===== src/rtl/ser_pkg.sv =====
// ser_pkg -- shared definitions for the serial-to-parallel converter.
//   state_t     : FSM state encoding (IDLE = 0, SHIFT = 1)
//   count_width : bits needed to hold a bit count in the range 0..n
package ser_pkg;

  typedef enum logic {
    IDLE  = 1'b0,
    SHIFT = 1'b1
  } state_t;

  function automatic int count_width(input int n);
    return $clog2(n + 1);
  endfunction

endpackage


===== src/rtl/bit_counter.sv =====
// bit_counter -- frame bit counter for serial_to_parallel.
//   clk   : clock, rising edge
//   reset : synchronous active-high reset (count -> 0)
//   clr   : synchronous clear (wins over inc)
//   inc   : increment by one, saturating at N
//   count : current count, width count_width(N)
module bit_counter
  import ser_pkg::*;
#(
  parameter int N = 4,
  parameter int W = count_width(N)
) (
  input  logic         clk,
  input  logic         reset,
  input  logic         clr,
  input  logic         inc,
  output logic [W-1:0] count
);

  localparam logic [W-1:0] MAX_COUNT = W'(N);

  logic [W-1:0] count_reg;
  logic [W-1:0] count_next;

  always_comb begin
    count_next = count_reg;
    if (clr) begin
      count_next = '0;
    end else if (inc && (count_reg < MAX_COUNT)) begin
      // Saturate so the count can never wrap back to a small value.
      count_next = count_reg + 1'b1;
    end
  end

  always_ff @(posedge clk) begin
    if (reset) begin
      count_reg <= '0;
    end else begin
      count_reg <= count_next;
    end
  end

  assign count = count_reg;

endmodule


===== src/rtl/serial_to_parallel.sv =====
// serial_to_parallel -- assembles N serial bits into a parallel word.
//   clk    : clock, rising edge
//   reset  : synchronous active-high reset, highest priority
//   start  : frame-start strobe (also restarts a frame in progress)
//   bit_en : serial-bit strobe; si sampled only while framing
//   si     : serial data bit
//   Q      : last completed word, held until the next frame completes
//   done   : one-cycle pulse, coincides with the Q update
//   busy   : high while a frame is being assembled
// MSB_FIRST = 1 puts the first received bit in Q[N-1], otherwise in Q[0].
module serial_to_parallel
  import ser_pkg::*;
#(
  parameter int N         = 4,
  parameter bit MSB_FIRST = 1'b1
) (
  input  logic         clk,
  input  logic         reset,
  input  logic         start,
  input  logic         bit_en,
  input  logic         si,
  output logic [N-1:0] Q,
  output logic         done,
  output logic         busy
);

  localparam int CW = count_width(N);
  localparam logic [CW-1:0] LAST_BIT = CW'(N - 1);

  state_t       state_reg, state_next;
  logic [N-1:0] shreg_reg, shreg_next;
  logic [N-1:0] q_reg, q_next;
  logic         done_reg, done_next;
  logic         cnt_clr, cnt_inc;
  logic [CW-1:0] count;
  logic [N-1:0] shifted;

  bit_counter #(.N(N), .W(CW)) u_bit_counter (
    .clk   (clk),
    .reset (reset),
    .clr   (cnt_clr),
    .inc   (cnt_inc),
    .count (count)
  );

  // Shift register contents after accepting si this cycle.
  generate
    if (MSB_FIRST) begin : g_msb_first
      assign shifted = {shreg_reg[N-2:0], si};
    end else begin : g_lsb_first
      assign shifted = {si, shreg_reg[N-1:1]};
    end
  endgenerate

  always_comb begin
    state_next = state_reg;
    shreg_next = shreg_reg;
    q_next     = q_reg;
    done_next  = 1'b0;
    cnt_clr    = 1'b0;
    cnt_inc    = 1'b0;
    case (state_reg)
      IDLE: begin
        // A lone bit_en while idle is ignored.
        if (start) begin
          state_next = SHIFT;
          shreg_next = '0;
          cnt_clr    = 1'b1;
        end
      end
      SHIFT: begin
        if (start) begin
          // Restart: drop partial bits, si of this cycle is not taken.
          shreg_next = '0;
          cnt_clr    = 1'b1;
        end else if (bit_en) begin
          shreg_next = shifted;
          cnt_inc    = 1'b1;
          if (count == LAST_BIT) begin
            q_next     = shifted;
            done_next  = 1'b1;
            state_next = IDLE;
          end
        end
      end
      default: state_next = IDLE;
    endcase
  end

  always_ff @(posedge clk) begin
    if (reset) begin
      state_reg <= IDLE;
      shreg_reg <= '0;
      q_reg     <= '0;
      done_reg  <= 1'b0;
    end else begin
      state_reg <= state_next;
      shreg_reg <= shreg_next;
      q_reg     <= q_next;
      done_reg  <= done_next;
    end
  end

  assign Q    = q_reg;
  assign done = done_reg;
  assign busy = (state_reg == SHIFT);

endmodule


===== config.mk =====
export PLATFORM = sky130hd
export DESIGN_NAME = serial_to_parallel
export DESIGN_NICKNAME = d
export VERILOG_FILES = /design/src/rtl/ser_pkg.sv /design/src/rtl/bit_counter.sv /design/src/rtl/serial_to_parallel.sv
export SDC_FILE = /design/constraint.sdc
export NUM_CORES = 1
export LEC_CHECK = 0
export CORE_AREA = 2 2 39 41
export CTS_CLUSTER_DIAMETER = 50
export CTS_CLUSTER_SIZE = 20
export DETAILED_ROUTE_END_ITERATION = 7
export DIE_AREA = 0 0 41 43
export PLACE_DENSITY = 0.71
export SLEW_MARGIN = 20
export SYNTH_ARGS = -nofsm -noshare
export SYNTH_HDL_FRONTEND = slang
export SYNTH_SLANG_ARGS = --single-unit

===== constraint.sdc =====
create_clock -name clk -period 1.94 [get_ports clk]
set_input_delay 0.388 -clock clk [delete_from_list [all_inputs] [get_ports clk]]
set_output_delay 0.388 -clock clk [all_outputs]
set_load 0.01 [all_outputs]

======== Yosys cells after proc, flatten, opt, wreduce, memory -nomap -nowiden ========
Index checks and enable logic that the tools add are counted.
word-level totals
  input port bits ......................... 5
  register bits ........................... 12
  word-level logic and storage cells ...... 31
  output and inout port bits .............. 6
cells by class
  $add $sub $neg .......................... 1
  multiplexer cells ....................... 13
  reduce and logical (&&, ||, !) cells .... 5
  bitwise operators ....................... 3
  $lt $le $gt $ge ......................... 1
  eq/ne operators ......................... 3
operators by type and width
  kind                                                              count
  3-bit two-way mux                                                 3
  1-bit two-way mux                                                 8
  3-bit case mux with 2 select lines                                1
  4-bit AND reduction                                               1
  4-bit OR reduction                                                1
  3-bit by 1-bit adder with 3-bit output (second input constant)    1
  3-bit by 2-bit == test with 1-bit output (second input constant)  1
  3-bit < comparator (second input constant)                        1
  3-bit != test (second input constant)                             1
  1-bit NOT                                                         3
  2-bit != test (second input constant)                             1
  1-bit case mux with 2 select lines                                1
  2-bit AND reduction                                               1
  2-bit OR reduction                                                1
  1-bit logical AND                                                 1

======== Depth between registers and ports, before layout ========
  depth after elaboration ................. 5
  gate-level depth with buffers ........... 5
  gate-level depth less buffers ........... 4

======== Modules after synthesis ========
A second synthesis with hierarchy kept.
second synthesis, totals
  cell total of the unflattened synthesis .. 46
  area, all modules ....................... 494.2 µm²
by module, submodules not included
  module              times used  area an instance (µm²)  sequential area each (µm²)  cells an instance
  serial_to_parallel  1           369.1                   180.2                       35
  bit_counter         1           125.1                   60.1                        11

======== Worst setup path after synthesis ========
No wires, ideal clock.
  kind .................................... register to register
  start point ............................. register u_bit_counter.count_reg[0], in the netlist u_bit_counter.count[0]
  end point ............................... register done_reg, in the netlist done
  stages on the path, launching flop included .. 6
  arrival ................................. 1.097 ns
  path slack .............................. 0.727 ns
  clock period less this slack ............ 1.213 ns
  path buffers ............................ 1
  data required time ...................... 1.824 ns
  library setup time ...................... 0.116 ns
  cell sequence ........................... dfxtp_1 -> ha_1 -> ha_1 -> and4b_1 -> buf_6 -> nor2b_1
on the way
  longest elaborated chain between the ends .. 2
ends and longest elaborated chain
  item                                      RTL line                   RTL
  from (decl)                               bit_counter.sv:22          logic [W-1:0] count_reg;
  from (signal assigned)                    bit_counter.sv:39          count_reg <= count_next;
  3-bit by 2-bit == test with 1-bit output  serial_to_parallel.sv:79   if (count == LAST_BIT) begin
  1-bit two-way mux                         serial_to_parallel.sv:79
  to (signal assigned)                      serial_to_parallel.sv:100  done_reg <= done_next;
  to (decl)                                 serial_to_parallel.sv:33   logic done_reg, done_next;
No other way between the ends.
A chain may end at the register's enable or synchronous reset.

======== Final worst setup path ========
  start point ............................. register state_reg, in the netlist busy
  end point ............................... output busy
RTL lines
  item                    RTL line                  RTL
  from (decl)             serial_to_parallel.sv:30  state_t state_reg, state_next;
  from (signal assigned)  serial_to_parallel.sv:97  state_reg <= state_next;
  to (decl)               serial_to_parallel.sv:24  output logic busy
No word-level cell between the ends.

==> run metrics <==
Yosys reg bits=12; PwrDens=678 nW/um^2; row count=14; global-route wire length before repair=1640 microns; share of layout cells above drive strength 1=0.221; CTS tree=built; critical path startpoint=busy; die height=43 microns; syn_area_per_cell=10.4 sq um; CP startpoint kind=register; io pins=11; max FFs per register=4; CTS Sinks=12; Pwr Total=roughly 0.49 mW; Die X=41 microns; slew of the pin with the lowest slew margin=0.305 ns; Slew headroom=0.796; worst reg2reg setup slack=between 0.6 and 0.7 ns; CP Data Required Time=1.55 ns; H-Tree Level Count=1; HP Class=reg2reg; Syn Nets=61; initial antenna violation count=0; Setup TNS=0 ns; Final ANT Viol Nets=0; number of port buffers=10; Pre-Repair DR Iteration Count=4; CP Buf/Inv Count=1; Initial Util=0.407; Final HPWL DP=723 microns; Leakage=0.262 nW; Most used DFF post-synth=dfxtp_1; post-CTS setup buffers=0; clock slew at reported path FFs=roughly 0.080 ns; synthesized area=around 560 sq um; final hold violation count=0; # setup viols final=0; GRT Util Overall=0.137; commonest non-fill, non-tap cell in the layout=dfxtp_1; asr flop ratio synth=0; mean number of vias per cell=4.83; Post-CTS Hold Buffers=0; post-synth cell types=20; CP Cell Sequence=clkdlybuf4s50_1; max-slew violations=0; # diodes=0; critical path type=reg2out; unrepaired setup endpoints after global routing=false; vias in the first global route=380; Max VDD drop=420 uV; WL/cell=11.0 microns; Final period util=0.906; CP max stage delay=0.60 ns; Post-synth EDFFs=0; R2R Path Start=u_bit_counter.count[0]; CTS Buf Count=3; CP arrival=1.37 ns; DR iter-0 viols=4; clk_lat worst skew=0.27 ns; clock skew=0.00723 ns; Mapped Cells=54; status=completed; FMAX=about 570 MHz; slowest library cell on the worst path=clkdlybuf4s50_1; core area=1380 sq um; grt total ovfl=0; CTS resizes=0; final critical-path required period=between 1.5 and 2 ns; CP max FO=11; CP Capture Type=primary output; Final nets=76; min-delay src=shreg_reg[2]; Synth Warn #=0; gpl congestion=roughly 0.76; overall routed net length=920 microns; MaxCap Viol Count=0; part of the Yosys area used for sequential elements=0.427; maximum buffer depth of the clock tree=2; Core Util, Final=0.518; Die ar.=1760 sq um; Top Family by Delay on Critical Path=buffers and inverters; total number of vias=406; Remaining DRCs=0; area grow syn2layout=27.3%; Root Buffer=clkbuf_4; largest net degree at the start of global routing=12; most frequent cells in the layout=dfxtp_1 (12), clkdlybuf4s50_1 (10), nand2b_1 (8)
## cell usage after synthesis (2+ instances only)
library cell | instances | area (sq um)
a21oi_1 | 4 | 20.0
nor3b_1 | 3 | 22.5
a21bo_2 | 3 | 30.0
buf_2 | 2 | 10.0
buf_6 | 2 | 22.5
dfxtp_1 | 12 | 240
nand2b_1 | 8 | 50.1
ha_1 | 2 | 25.0
mux2i_1 | 4 | 40.0
mux2_2 | 2 | 22.5
nand3_1 | 3 | 15.0
## logic make-up (layout without fill, tap and decap cells)
| kind of cell | after synthesis | count (layout) | synth area share |
|---|---|---|---|
| flip-flops | 12 | 12 | 0.427 |
| buffers and inverters | 5 | 19 | 0.0644 |
| AND/OR/NAND/NOR | 20 | 20 | 0.233 |
| AO/OA/AOI/OAI | 9 | 9 | 0.120 |
| multiplexers | 6 | 6 | 0.111 |
| adder cells (fa/ha/maj) | 2 | 2 | 0.0444 |
## worst min-delay path, stage by stage, from the launching register on
cell and delay (ns):
dfxtp_1 0.31, nand2b_1 0.06, mux2i_1 0.06
## path summary, 6_finish.rpt
path	endpoint	depth (start not counted)
worst max-delay path	busy	1
worst min-delay path	Q[3]	2
worst max register to register	Q[1]	4
worst min register to register	Q[3]	2
## per-stage QoR
| stage | hold WS, ns | cells | instance area (sq um) | setup WS (ns) |
|---|---|---|---|---|
| 2_1_floorplan | 0.445 | 54 | 563 | 0.727 |
| 3_3_place_gp | 0.458 | 80 | 681 | 0.371 |
| 3_5_place_dp | 0.460 | 80 | 681 | 0.339 |
| 4_1_cts | 0.470 | 84 | 717 | 0.171 |
| 5_1_grt | 0.490 | 84 | 717 | 0.102 |
| 6_report | 0.466 | 84 | 717 | 0.182 |
## routing by layer
metal  vias up  track usage  part of all wire
met4         0       0.0600             0.016
met1       181        0.161              0.43
met5         -            0                 0
met3         2       0.0471             0.048
met2         9        0.216              0.50
li1        214            -                 -
## cell type report
| class | instances | area (sq um) |
|---|---|---|
| fill | 139 | 667 |
| multi-input combinational | 37 | 287 |
| sequential | 12 | 240 |
| timing repair buffer | 14 | 130 |
| clock buffer | 4 | 36.3 |
| tap | 16 | 20.0 |
| inverter | 1 | 3.75 |
## power by group
| part | internal, mW | leakage [nW] | switching [mW] |
|---|---|---|---|
| clock | 0.114 | 0.0210 | 0.0811 |
| sequential | 0.249 | 0.0970 | 0.00436 |
| combinational | 0.0236 | 0.144 | 0.0149 |
| total | 0.386 | 0.262 | 0.100 |
(Power assumes the default switching activity.)
